[src/rtl/lu_pkg.sv]
// Shared encodings for the bit-serial OR/NOR sequencer and its logic unit.
package lu_pkg;

  localparam logic LU_OP_OR  = 1'b0;
  localparam logic LU_OP_NOR = 1'b1;

  typedef enum logic [1:0] {
    S_IDLE = 2'd0,
    S_RUN  = 2'd1,
    S_DONE = 2'd2
  } state_e;

endpackage : lu_pkg

[src/rtl/lu_serial_seq.sv]
// Bit-serial sequencer: walks a WIDTH-bit OR/NOR through one shared 1-bit
// logic unit, LSB first, one bit per clock, with a start/done handshake.
module lu_serial_seq
  import lu_pkg::*;
#(
  parameter int unsigned WIDTH = 8
) (
  input  logic             clk,
  input  logic             reset,
  input  logic             start,
  input  logic [WIDTH-1:0] a,
  input  logic [WIDTH-1:0] b,
  input  logic             op,
  output logic             busy,
  output logic             done,
  output logic [WIDTH-1:0] result,
  output logic             lu_a,
  output logic             lu_b,
  output logic             lu_sel,
  input  logic             lu_s
);

  localparam int unsigned CNT_W = (WIDTH > 1) ? $clog2(WIDTH) : 1;

  state_e             state_q;
  state_e             state_d;
  logic [CNT_W-1:0]   cnt;
  logic [WIDTH-1:0]   a_r;
  logic [WIDTH-1:0]   b_r;
  logic               op_r;
  logic [WIDTH-1:0]   acc;
  logic [WIDTH-1:0]   result_next;
  logic               load_c;
  logic               step_c;
  logic               last_c;

  assign last_c = (cnt == CNT_W'(WIDTH - 1));

  // Final word: accumulated bits with the top bit taken straight from the unit.
  always_comb begin
    result_next            = acc;
    result_next[WIDTH-1]   = lu_s;
  end

  // Next-state decode, operand capture/step strobes and logic-unit drive.
  always_comb begin
    state_d = state_q;
    load_c  = 1'b0;
    step_c  = 1'b0;
    lu_a    = 1'b0;
    lu_b    = 1'b0;
    lu_sel  = 1'b0;
    case (state_q)
      S_IDLE: begin
        if (start) begin
          load_c  = 1'b1;
          state_d = S_RUN;
        end
      end
      S_RUN: begin
        lu_a   = a_r[cnt];
        lu_b   = b_r[cnt];
        lu_sel = op_r;
        step_c = 1'b1;
        if (last_c) begin
          state_d = S_DONE;
        end
      end
      S_DONE: begin
        if (start) begin
          load_c  = 1'b1;
          state_d = S_RUN;
        end else begin
          state_d = S_IDLE;
        end
      end
      default: state_d = S_IDLE;
    endcase
  end

  // State, datapath and registered handshake outputs.
  always_ff @(posedge clk) begin
    if (reset) begin
      state_q <= S_IDLE;
      cnt     <= '0;
      a_r     <= '0;
      b_r     <= '0;
      op_r    <= 1'b0;
      acc     <= '0;
      result  <= '0;
      busy    <= 1'b0;
      done    <= 1'b0;
    end else begin
      state_q <= state_d;
      busy    <= (state_d == S_RUN);
      done    <= (state_d == S_DONE);
      if (load_c) begin
        a_r  <= a;
        b_r  <= b;
        op_r <= op;
        cnt  <= '0;
        acc  <= '0;
      end else if (step_c) begin
        acc[cnt] <= lu_s;
        cnt      <= cnt + CNT_W'(1);
        if (last_c) begin
          result <= result_next;
        end
      end
    end
  end

endmodule : lu_serial_seq
[config.mk]
export PLATFORM = sky130hd
export DESIGN_NAME = lu_serial_seq
export DESIGN_NICKNAME = d
export VERILOG_FILES = /design/src/rtl/lu_pkg.sv /design/src/rtl/lu_serial_seq.sv
export SDC_FILE = /design/constraint.sdc
export NUM_CORES = 1
export LEC_CHECK = 0
export CORE_AREA = 2 2 64 66
export CTS_CLUSTER_SIZE = 16
export DETAILED_ROUTE_END_ITERATION = 16
export DIE_AREA = 0 0 66 68
export DONT_BUFFER_PORTS = 1
export HOLD_SLACK_MARGIN = 0.1
export PLACE_DENSITY = 0.63
export SYNTH_ARGS = -nofsm -noshare
export SYNTH_HDL_FRONTEND = slang
export SYNTH_SLANG_ARGS = --single-unit
[constraint.sdc]
create_clock -name clk -period 1.8 [get_ports clk]
set_input_delay 0.54 -clock clk [delete_from_list [all_inputs] [get_ports clk]]
set_output_delay 0.54 -clock clk [all_outputs]
set_load 0.05 [all_outputs]
* Word level (Yosys, flattened, before mapping)
Cells that the tools add are included.
** Storage, ports and cells
- Memories :: 0
- Bits in writable memories :: 0
- Memory bits (read-only) :: 0
- Register bits after elaboration :: 40
- Bits in latches :: 0
** Operators by class
- Bitwise gates (word level) :: 1
- Shift-type cells :: 0
- Multiplexer cells :: 17
- Div/mod/pow operators :: 0
- $mul :: 0
- Order comparisons :: 2
- Equal/unequal tests :: 5
- $add $sub $neg :: 1
- Reduce and logical (&&, ||, !) cells :: 5
** Operators with widths (count)
- two-way mux 1 bit :: 10
- bitwise mux 8 bit :: 1
- binary-select mux 1 bit (select 3 bit) :: 2
- one-hot mux 2 bit (3 select lines) :: 1
- equality test 2 x 1 -> 1 bit, second input constant :: 2
- equality test 2 bit, second input constant :: 2
- less-than comparator 3 x 4 -> 1 bit, second input constant :: 1
- two-way mux 2 bit :: 2
- OR reduction 2 bit :: 2
- adder 3 x 1 -> 3 bit, second input constant :: 1
- demux 1 bit (select 3 bit) :: 1
- equality test 3 bit, second input constant :: 1
- greater-or-equal comparator 3 x 1 -> 1 bit, second input constant :: 1
- AND reduction 3 bit :: 1
- zero test 2 bit :: 1
- logical AND 1 bit :: 1
- inverter 1 bit :: 1

* Depth between registers and ports, before layout
Gate-level depths: netlist of run 1.
- Depth after elaboration :: 5
- Gate-level depth with buffers :: 6

* Least setup slack after synthesis of run 1
No wires, ideal clock.
- Path kind :: register -> output
- From :: register cnt[0]
- To :: output port lu_b
- Data required time :: 1260 ps
- Path slack :: -16 ps
- Path buffers :: 2
- Stages on the path, launching flop included :: 6
- Arrival :: 1276 ps
- Path through :: dfxtp_1 -> buf_6 -> buf_6 -> mux2i_1 -> nor2_1 -> o31a_1
** On the way
- Longest elaborated chain between the ends :: 3
** Ends and longest elaborated chain
- start: declaration :: line lu_serial_seq.sv:27 : logic [CNT_W-1:0] cnt;
- start signal: assignment :: line lu_serial_seq.sv:105 : cnt <= cnt + CNT_W'(1);
- binary-select mux 1 bit (select 3 bit) :: line lu_serial_seq.sv:62 : lu_b = b_r[cnt];
- two-way mux 1 bit (not written as such) :: line lu_serial_seq.sv:62
- two-way mux 1 bit :: line lu_serial_seq.sv:53 : case (state_q)
- end: declaration :: line lu_serial_seq.sv:18 : output logic lu_b,
Every way passes these cells. The select of a mux whose other input is x is not followed.

* Worst setup path in the final report of run 1
Ends and elaborated chain as after synthesis.

==> results of run 1 <==
[synthesized netlist by cell type]
cell type,instances
nand3_1,11
o22ai_1,2
nor2b_1,4
nor2_1,7
and2_1,1
nand4_1,4
dfxtp_1,39
o31a_1,2
a21oi_1,35
nand2_1,43
or3b_4,1
buf_2,6
ha_1,2
buf_4,4
nor3_1,2
buf_6,2
mux2i_1,10
nor3b_2,1
o21ai_0,5
nand3b_1,2
nand2b_1,6
o31ai_1,1
clkbuf_1,4
o31ai_4,1
[worst paths after layout]
kind         startpoint         end  slack, ns  depth (start not counted)
max              cnt[0]        lu_b      -0.28                          4
min               reset   result[0]       0.31                          1
max reg2reg      cnt[0]  state_q[0]       0.24                          6
min reg2reg      b_r[4]      b_r[4]       0.45                          2
[stage by stage]
| step | util (%) | worst slack [ns] | hold WS (ns) | TNS [ns] |
|---|---|---|---|---|
| 2_1_floorplan | - | -0.00184 | 0.432 | -0.00184 |
| 3_3_place_gp | 45.7 | -0.125 | 0.438 | -0.239 |
| 3_5_place_dp | 45.7 | -0.193 | 0.443 | -0.358 |
| 4_1_cts | 48.3 | -0.295 | 0.303 | -0.565 |
| 5_1_grt | 48.5 | -0.356 | 0.303 | -0.696 |
| 6_report | 48.5 | -0.277 | 0.315 | -0.529 |
[kinds of logic (layout without fill, tap and decap cells)]
| family | Yosys count | count (layout) |
|---|---|---|
| simple gates | 82 | 82 |
| buf+inv | 16 | 24 |
| fa+ha+maj | 2 | 2 |
| flops | 39 | 39 |
| mux | 10 | 10 |
| compound gates | 46 | 46 |
[metal layers]
metal,track usage [%],vias up,wire length [µm]
met3,5.59,9,227
li1,-,677,-
met5,0,-,0
met1,18.2,615,1450
met4,9.18,0,76
met2,29.7,45,1770
[area by class of cell]
class	count	area share, %
Tap cell	50	3.35
Clock inverter	1	0.268
Multi-Input combinational cell	140	41.9
Timing Repair Buffer	16	8.43
Sequential cell	39	42.0
Clock buffer	7	4.08
[cells in the final DEF, fill, tap and decap left out, drive strengths merged, types with 4 or more instances in the layout]
cell / Yosys / final
nand3: 11 / 11
a21oi: 35 / 35
o21ai: 5 / 5
mux2i: 10 / 10
nand2: 43 / 43
dfxtp: 39 / 39
clkbuf: 4 / 7
nor2b: 4 / 4
buf: 12 / 16
nor2: 7 / 7
nand4: 4 / 4
nand2b: 6 / 6
[critical path, stage by stage (launching register included)]
cell and delay, ns:
dfxtp_4 0.43, mux2i_1 0.23, o22ai_1 0.11, o31a_2 0.33
buf_12 0.16
[what timing repair did]
action / 4_1_cts / 5_1_grt
hold buffers: 0 / 0
cloned: 0 / 0
endpoints found under the setup margin: 3 / 3
buffers inserted: 1 / 0
resized for setup: 4 / 2
hold endpoints to repair: 0 / 0
[power breakdown]
| group | internal (W) | switching (W) | total (W) |
|---|---|---|---|
| Clock | 0.000272 | 0.000290 | 0.000562 |
| Sequential | 0.000892 | 0.0000272 | 0.000919 |
| Combinational | 0.0000634 | 0.0000820 | 0.000145 |
| Total | 0.00123 | 0.000399 | 0.00163 |
[state kept, by name, indices dropped and copies added (netlist names)]
register	count
cnt	3
busy	1
op_r	1
result	8
done	1
state_q	2
acc	7
b_r	8
a_r	8
==> summary.txt, run 1 <==
CTS
  • Inserted Clock Buffers: 5
  • H-tree depth: 2
  • CTS root buf: clkbuf_8
  • CTS tree: done
  • Num Clock Sinks: 39
  • Register clock-pin slew on the reported worst setup and hold paths: approximately 0.07 ns
  • Clk buf depth: 2
  • Clock Latency Late Sink: 0.29 ns

Power
  • Power per cell area: 870 nW/µm²
  • Design Power: 0.00163 W
  • Leak: 0.655 nW
  • Worst-case vdd ir drop: roughly 0.53 mV

Drt
  • Via count: between 1000 and 1500
  • Initial DRT Pass Iterations: 4
  • Vias per cell: ~5.3
  • DRT antenna net count: 0
  • Drt wl/cell: 13.9 µm
  • Iter 0 DRT Violations: 45
  • Drt total wl: 3.52 mm
  • Drc violations: 0

Yosys
  • Synthesized flop and latch total: 39
  • Xor and xnor area share after synthesis: 0%
  • Synth cell types: 24
  • Synth area leader: dfxtp_1
  • Post-synthesis simple-gate area fraction: 23.4%
  • Post-Synthesis Net Count: 218
  • Yosys warns: 0
  • Post-Synth Adder-Cell Area: approximately 1.5%
  • Compound-cell area share of the yosys netlist: about 16%
  • Main combinational cell family by area after synthesis: simple AND/OR/NAND/NOR gates
  • Top post-synthesis cells by area: dfxtp_1 (47%), a21oi_1 (11%), nand2_1 (9.8%), mux2i_1 (6.1%), nand3_1 (3.3%)
  • Multiplexer share of the synthesized area: 6.07%
  • Seq/Total Area, Yosys: 47.4%
  • Top cell type's share of synthesized area: 47.4%
  • Syn Area/Cell: roughly 8.5 µm²
  • Synthesized area: 1650 µm²
  • Synth Instances: 195

Timing
  • RSZ-0062 raised after global routing: true
  • Slew HR: 65.8%
  • Setup violations, final: 2
  • Slew Limit Fails: 0
  • Endpoints failing hold: 0
  • Max Clk Rate: 482 MHz
  • Period utilization: 115%
  • Fin Clk Skew: ~0.0042 ns
  • Final worst slack: -0.277 ns
  • Transition time of the tightest slew-check pin: just over 0.5 ns
  • Final min period: between 2 and 2.5 ns

Hold path
  • Worst min path class: in2reg

Finish
  • Final net count: approximately 230
  • Layout cells sized above 1: 14.8%
  • Ant diodes: 0
  • Final instance area: 1870 µm²
  • Filler cell count: 409
  • Sequential Area: 785 µm²
  • Final cell count without fillers: 253
  • Multi-input logic area: 783 µm²
  • Area Growth Syn to Fin: 13.4%

Die
  • Die area: 4490 µm²
  • I/O pins: 34
  • Chip width: 66 µm
  • Starting Density: 42.7%
  • Row count: 23
  • Die H: 68 µm
  • Core region area: 3860 µm²

Critical path
  • Worst EP arrival: roughly 1.5 ns
  • Crit-path max FO: 9
  • Setup crit end kind: primary output
  • Crit path kind: reg2out
  • Crit start category: register
  • Worst Path Required: 1.26 ns

Placement
  • Placed Area: 1760 µm²
  • Inst Count DP: 244
  • Hpwl dp: 2.54 mm
  • RD Place Congestion: 0.788
  • IO Port Bufs: 0

Global routing
  • GRT Residual Overflow: 0
  • Tot GR Track Use: 16.9%
  • Number of global-route vias before repair: roughly 1300
  • First-pass GRT wire length: ~5.6 mm
  • Initial antenna violation count: 0
  • Largest net degree at the start of global routing: 31

Status
  • Failing checks: setup timing
  • Status: finished, violations left

Flow run
  • Max Cap Viol: 0
(Power assumes the default switching activity.)
==> run 2, diff against run 1 <==
--- a/config.mk
+++ b/config.mk
@@ -10,8 +10,8 @@
 export DETAILED_ROUTE_END_ITERATION = 16
 export DIE_AREA = 0 0 66 68
 export DONT_BUFFER_PORTS = 1
+export GPL_ROUTABILITY_DRIVEN = 0
 export HOLD_SLACK_MARGIN = 0.1
-export PLACE_DENSITY = 0.63
 export SYNTH_ARGS = -nofsm -noshare
 export SYNTH_HDL_FRONTEND = slang
 export SYNTH_SLANG_ARGS = --single-unit
==> summary.txt, run 2 (synthesis results as in run 1) <==
Flow run
  • Max Cap Viol: 0 (unchanged)

Finish
  • Multi-input logic area: 786 µm² (+0.32%)
  • Final Util: 49.5% (+1.1 points)
  • Filler cell count: 396 (-3.2%)
  • Layout cells sized above 1: 18.4% (+3.7 points)
  • Largest regs: a_r: 8 flops, b_r: 8 flops, result: 8 flops
  • Commonest cells after routing, fill and taps aside: nand2_1 (43), dfxtp_1 (36), a21oi_1 (35)
  • Area Growth Syn to Fin: 15.9%
  • Ant diodes: 0 (unchanged)
  • Sequential Area: 787 µm² (+0.32%)
  • Commonest non-fill, non-tap cell in the layout: nand2_1
  • Final net count: 229 (+1.8%)

Critical path
  • R2r setup slk: 0.19 ns (-0.05 ns)
  • Worst Path Required: 1.26 ns (about the same)
  • Crit start category: register
  • CP endpoint: lu_b
  • Worst reg2reg path endpoint: result[2]
  • Slowest cell on crit path: dfxtp_4
  • Worst path top cell family by delay: flip-flops
  • Worst EP arrival: 1.48 ns (-0.06 ns)
  • R2R Path Start: cnt[0]
  • Setup crit end kind: primary output
  • Slowest Stage Delay on Critical Path: 0.43 ns (about the same)
  • Crit. Startpoint: cnt[0]
  • Crit path depth: 4 (unchanged)
  • Worst Path Buf+Inv: 1 (unchanged)
  • Worst Reg-to-Reg Cells: 8 (+2)
  • Cells along the critical path: mux2i_1 -> nor2_1 -> o31a_2 -> buf_12
  • Crit path kind: reg2out
  • Crit-path max FO: 9 (unchanged)

Drt
  • Via count: 1355 (+0.67%)
  • Iter 0 DRT Violations: 71 (+58%)
  • Drt wl/cell: 13.2 µm (-5.2%)
  • Vias per cell: 5.29 (-0.51%)
  • Drc violations: 0 (unchanged)
  • Initial DRT Pass Iterations: 4 (unchanged)
  • DRT antenna net count: 0 (unchanged)
  • Drt total wl: 3.38 mm (-4.1%)

Status
  • Status: finished, violations left
  • Failing checks: setup timing

Timing
  • Setup violations, final: 2 (unchanged)
  • RSZ-0062 raised after global routing: true
  • Max Clk Rate: 494 MHz (+2.6%)
  • Final min period: 2.02 ns (-0.0531 ns)
  • Endpoints failing hold: 0 (unchanged)
  • Fin Clk Skew: 0.00653 ns (+0.00233 ns)
  • Final worst slack: -0.224 ns (+0.0531 ns)
  • TNS Setup: -0.437 ns (+0.0924 ns)
  • Transition time of the tightest slew-check pin: 0.514 ns (+0.00175 ns)
  • Slew Limit Fails: 0 (unchanged)
  • Slew HR: 65.7% (-0.12 points)
  • Period utilization: 112% (-3.0 points)

CTS
  • CTS root buf: clkbuf_8
  • Inserted Clock Buffers: 5 (unchanged)
  • Register clock-pin slew on the reported worst setup and hold paths: 0.07 ns (about the same)
  • Clock Latency Late Sink: 0.28 ns (about the same)
  • CTS tree: done
  • Clk buf depth: 2 (unchanged)
  • H-tree depth: 2 (unchanged)
  • Num Clock Sinks: 39 (unchanged)

Placement
  • IO Port Bufs: 0 (unchanged)
  • Hpwl dp: 2.43 mm (-4.7%)

Die
  • Die area: 4490 µm² (unchanged)
  • Starting Density: 42.7% (unchanged)
  • I/O pins: 34 (unchanged)
  • Row count: 23 (unchanged)
  • Die H: 68 µm (unchanged)
  • Core region area: 3860 µm² (unchanged)
  • Chip width: 66 µm (unchanged)

Global routing
  • GRT Residual Overflow: 0 (unchanged)
  • First-pass GRT wire length: 5.63 mm (+0.63%)
  • Largest net degree at the start of global routing: 31 (unchanged)
  • Initial antenna violation count: 0 (unchanged)
  • Number of global-route vias before repair: 1339 (+6.9%)
  • Tot GR Track Use: 16.8% (-0.11 points)

Power
  • Worst-case vdd ir drop: 0.483 mV (-8.3%)
  • Leak: 0.680 nW (+3.9%)
  • Power per cell area: 862 nW/µm² (-0.96%)

Hold path
  • Worst min path class: in2reg
[run 2: final cells by class]
cell class	instances	area share (%)
sequential	39	41.2
clock inverter	1	0.262
timing repair buffer	20	9.82
clock buffer	6	4.32
tap	50	3.27
multi-input combinational	140	41.1
[run 2: repair_timing]
item | 4_1_cts | 5_1_grt
setup endpoints to repair | 3 | 3
hold buffers | 0 | 0
gates resized for setup | 7 | 1
pin swaps | 1 | 0
setup buffers | 1 | 0
[run 2: per-stage QoR]
stage / std cells / setup WS (ns) / total power (W) / instance area, µm² / hold slack [ns]
finish: 256 / -0.224 / 0.00165 / 1910 / 0.311
global route: 256 / -0.308 / 0.00171 / 1910 / 0.301
CTS: 256 / -0.247 / 0.00166 / 1910 / 0.304
detailed placement: 248 / -0.207 / 0.00109 / 1790 / 0.443
global placement: 248 / -0.146 / 0.00108 / 1790 / 0.435
floorplan: 195 / -0.00184 / 0.00106 / 1650 / 0.432
[run 2: metal layers]
metal | GRT usage, % | vias up | share of wire, %
met4 | 9.18 | 0 | 1.7
met2 | 31.1 | 37 | 48
met1 | 16.7 | 624 | 43
li1 | - | 687 | -
met3 | 5.59 | 7 | 7.0
met5 | 0 | - | 0
[run 2: worst min-delay path by stage]
stage	start	endpoint	slack (ns)	depth (start not counted)
finish	reset	state_q[1]	0.31	1
floorplan	op_r	op_r	0.43	2
CTS	reset	state_q[1]	0.30	1
global placement	op_r	op_r	0.43	2
global route	reset	state_q[1]	0.30	1
detailed placement	b_r[7]	b_r[7]	0.44	2
[run 2: where the power goes]
| part | internal (W) | switching (W) |
|---|---|---|
| Sequential | 0.000892 | 0.0000261 |
| Clock | 0.000300 | 0.000277 |
| Combinational | 0.0000690 | 0.0000819 |
==> variant 1: new RTL, config.mk and constraints of run 1 <==
`WIDTH`: 8 -> 4.
--- a/src/rtl/lu_serial_seq.sv
+++ b/src/rtl/lu_serial_seq.sv
@@ -4,5 +4,5 @@
   import lu_pkg::*;
 #(
-  parameter int unsigned WIDTH = 8
+  parameter int unsigned WIDTH = 4
 ) (
   input  logic             clk,
Interface: changed (resized a, b and result); port bits go from 34 to 22. No check against the original RTL was run, so the function may have changed too.
==> variant 1 against run 1 <==
  * The flow still finishes with violations (setup timing)
  * Wire length down 45%
  * Utilization down 20 points
  * Setup slack better by 110 ps
  * Cell area down 41%
  * Sequential share of layout area down 1.4 points
  * Power down 43%
  * Worst hold slack better by 26 ps
  * Maximum frequency up 5.5%
  * Area after synthesis down 45%
  * Sequential cell count down 17
  * Critical path depth down 1
  * Global-route usage down 7.1 points
==> variant 1: results (changes against run 1) <==
* Main synth FF type: dfxtp_1 (unchanged)
* First-pass GRT wire length at 3.277 mm (was 5.595 mm)
* Tightest hold margin at 340.6 ps (was 314.7 ps)
* Setup TNS at -326.7 ps (was -529.5 ps)
* Least-Margin Pin Slew at 526.1 ps (was 512.3 ps)
* Synthesized Nets at 118 (was 218)
* Status: finished with violations (unchanged)
* DR WL/cell at 12.24 um (was 13.91 um)
* Leakage power at 0.0004025 uW (was 0.0006547 uW)
* RR Endpoint: result[2] (was state_q[0])
* Fillers at 434 (was 409)
* Reg power frac at 56.9% (was 56.5%)
* Post-synth top cells: 22 x dfxtp_1, 22 x nand2_1, 18 x a21oi_1 (was 43 x nand2_1, 39 x dfxtp_1, 35 x a21oi_1)
* Synth Area in Compound Gates at 13.20% (was 15.72%)
* Post-CTS Resized at 5 (was 4)
* Bufs on Longest Clock Path at 2 (unchanged)
* Vias per cell at 4.338 (was 5.320)
* Power Internal at 704.3 uW (was 1227 uW)
* Layout cell share with drive strength beyond 1 at 20.56% (was 14.78%)
* Max IR drop VDD at 0.4496 mV (was 0.5269 mV)
* Clock Root Buffer: clkbuf_8 (unchanged)
* Placed cells at 152 (was 244)
* H-Tree Depth at 1 (was 2)
* Postcts setup bufs at 2 (was 1)
* Switching power at 217.8 uW (was 399.4 uW)
* Failing checks: setup timing (unchanged)
* Portion of netlist area occupied by mux cells at 6.052% (was 6.074%)
* Worst skew pair latency at 260 ps (was 290 ps)
* Post-synthesis instance total at 101 (was 195)
* Nets at 126 (was 225)
* Worst setup margin at -168.1 ps (was -276.8 ps)
* CP max stage delay at 500 ps (was 430 ps)
* GRT Resource Usage Total at 9.864% (was 16.94%)
* Num CTS Buffers at 3 (was 5)
* DRT iter0 DRCs at 14 (was 45)
* Sequential element share of the synthesized area at 48.42% (was 47.38%)
* Final setup fails at 2 (unchanged)
* Area contributors post-synth: dfxtp_1 48%, a21oi_1 9.9%, nand2_1 9.1% (was dfxtp_1 47%, a21oi_1 11%, nand2_1 9.8%)
* Setup WS pre-CTS at -39.47 ps (was -192.8 ps)
* Crit path DAT at 1430 ps (was 1540 ps)
* Reg2reg path depth at 5 (was 6)
* Vias in the first global route at 687 (was 1,253)
* Crit-path max FO at 3 (was 9)
* Final Skew at 1.728 ps (was 4.200 ps)
* Critical path's slowest cell: mux4_2 (was dfxtp_4)
* Routability cong. at 0.6941 (was 0.7881)
* Pin count of the biggest net entering global routing at 19 (was 31)
* Top Registers: a_r (4), b_r (4), result (4) (was a_r (8), b_r (8), result (8))
* Synth Area in XOR/XNOR at 0.9629% (was 0%)
* Detailed Route WL at 1.922 mm (was 3.518 mm)
* Detail Placement HPWL at 1.466 mm (was 2.544 mm)
* Adder-Cell Fraction of Synth Area at 5.502% (was 1.519%)
* Reg2reg setup slack at 470 ps (was 240 ps)
[variant 1: cell count changes after synthesis, moves of 4 or more]
cell | before | now
dfxtp_1 | 39 | 22
nand2_1 | 43 | 22
nand3_1 | 11 | 7
o21ai_0 | 5 | 0
a21oi_1 | 35 | 18
mux2i_1 | 10 | 1
nand4_1 | 4 | 0
[variant 1: layout make-up]
class | instances | area [um^2] | area share, %
inverters | 2 | 7.507 | 0.6842
repair buffers | 9 | 108.9 | 9.920
well taps | 50 | 62.56 | 5.701
flip-flops and latches | 22 | 445.4 | 40.59
clock buffers | 3 | 41.29 | 3.763
multi-input cells | 71 | 431.7 | 39.34
[variant 1: critical path: cells and delay by family (launching register included)]
kind	cells	cell delay (ps)
flip-flops	1	370
buffers and inverters	1	140
AND/OR/NAND/NOR	1	160
multiplexers	1	500
[variant 1: layer usage]
layer,GRT usage [%],up-vias,share of wire (%)
met2,17.05,19,51
met4,3.827,0,1.4
met5,0,-,0
met3,3.454,4,8.2
li1,-,344,-
met1,11.23,314,39
==> variant 2: new RTL, settings of run 1 <==
Made on the original files. Encoding of `state_e`: now one-hot (3 bits for 3 states).
--- a/src/rtl/lu_pkg.sv
+++ b/src/rtl/lu_pkg.sv
@@ -5,8 +5,8 @@
   localparam logic LU_OP_NOR = 1'b1;
 
-  typedef enum logic [1:0] {
-    S_IDLE = 2'd0,
-    S_RUN  = 2'd1,
-    S_DONE = 2'd2
+  typedef enum logic [2:0] {
+    S_IDLE = 3'b001,
+    S_RUN  = 3'b010,
+    S_DONE = 3'b100
   } state_e;
 
Formal check against the unedited RTL: same outputs for any inputs over 10 cycles, from zero or initial values and one cycle with reset high; not proved beyond that.
==> variant 2 against run 1 <==
  * The run still ends with setup timing left
  * Power rose by 15%
  * Sequential power is 2% higher
  * Clock power up 42%
  * Synthesized cell count rose by 7.2%
  * Sequential cell count increased by 1
  * Setup slack gained 46 ps
  * Utilization up 7.0 points
  * Count of clock-buffer cells in the layout unchanged
  * Cell area rose by 14%
  * Register-to-register slack worse by 70 ps
  * Sequential share of layout area down 4.0 points
  * Wire length is 5.9% higher
  * Area after synthesis increased by 8.5%
==> variant 2: results (changes against run 1) <==
* Max IR drop VDD at 0.4599 mV (was 0.5269 mV)
* Leakage power at 0.0007244 uW (was 0.0006547 uW)
* Worst setup margin at -231.0 ps (was -276.8 ps)
* Routability cong. at 0.7684 (was 0.7881)
* First-pass GRT wire length at 6.603 mm (was 5.595 mm)
* Failing checks: setup timing (unchanged)
* Setup TNS at -414.8 ps (was -529.5 ps)
* WL met1 at 1.670 mm (was 1.445 mm)
* Reg2reg path depth at 8 (was 6)
* Multi-input combinational gate total at 147 (was 140)
* Footprint of the multi-input gates at 920.9 um^2 (was 783.3 um^2)
* Register share of the cell area at 37.95% (was 41.97%)
* Nets at 240 (was 225)
* Adder-Cell Fraction of Synth Area at 1.400% (was 1.519%)
* Post-place instance area at 0.001929 mm^2 (was 0.001764 mm^2)
* Synth Area in XOR/XNOR at 1.400% (was 0%)
* Routed wl met2 at 1.796 mm (was 1.769 mm)
* Final setup fails at 2 (unchanged)
* Synth Area in Compound Gates at 18.96% (was 15.72%)
* Detail Placement HPWL at 2.671 mm (was 2.544 mm)
* Multi-input combinational area share at 43.04% (was 41.90%)
* Status: finished with violations (unchanged)
* Sequential element share of the synthesized area at 44.79% (was 47.38%)
* Synthesized Nets at 232 (was 218)
* Vias in the first global route at 1,434 (was 1,253)
* Met3 WL post-DR at 189 um (was 227 um)
* Non-CTS buffers at 22 (was 16)
* Non-clock buffer share at 10.00% (was 8.434%)
* DR WL/cell at 13.90 um (was 13.91 um)
* Layout cell share with drive strength beyond 1 at 23.39% (was 14.78%)
[variant 2: power groups by stage]
stage | clock network [uW] | logic, uW | registers [uW]
3_3_place_gp | 0 | 128 | 955
2_1_floorplan | 0 | 118 | 952
6_report | 797 | 138 | 934
4_1_cts | 809 | 138 | 934
5_1_grt | 841 | 158 | 938
3_5_place_dp | 0 | 133 | 956
[variant 2: what timing repair did]
| item | in CTS | in global routing |
|---|---|---|
| gates cloned | 0 | 0 |
| resized for setup | 17 | 3 |
| pin swaps | 5 | 1 |
| endpoints found under the setup margin | 3 | 10 |
| buffers inserted | 2 | 0 |
[variant 2: layer usage]
metal | GRT usage (%) | vias up
met4 | 6.888 | 0
met1 | 22.85 | 673
met2 | 33.59 | 30
li1 | - | 750
met5 | 0 | -
met3 | 5.757 | 6
[variant 2: worst paths after layout]
check / from / end / slack [ps]
min reg2reg: acc[5] / result[5] / 450
max: cnt[0] / lu_a / -230
max reg2reg: cnt[1] / result[6] / 170
min: reset / state_q[1] / 300
[variant 2: metrics by stage]
step | instances | worst slack [ps] | util [%] | hold slack [ps] | power, uW
final | 268 | -231.0 | 55.48 | 301.3 | 1869
after global routing | 268 | -268.9 | 55.48 | 294.0 | 1937
after CTS | 268 | -228.8 | 55.13 | 293.5 | 1880
after detailed placement | 258 | -5.105 | 50.03 | 438.7 | 1089
after global placement | 258 | 26.01 | 50.03 | 438.8 | 1083
after floorplan | 209 | 5.910 | - | 428.5 | 1070
[variant 2: cells by family after synthesis]
family                     count (synthesis)
and+or+nand+nor                           70
AOI/OAI and AO/OA                         63
DFF                                       40
buffers and inverters                     22
muxes                                     10
xor gates and xnor gates                   2
adders and majority gates                  2
[variant 2: critical path, stage by stage (launching register included)]
cell,delay (ps)
dfxtp_4,390
mux2i_2,220
nor2_1,60
o31a_2,370
buf_12,160
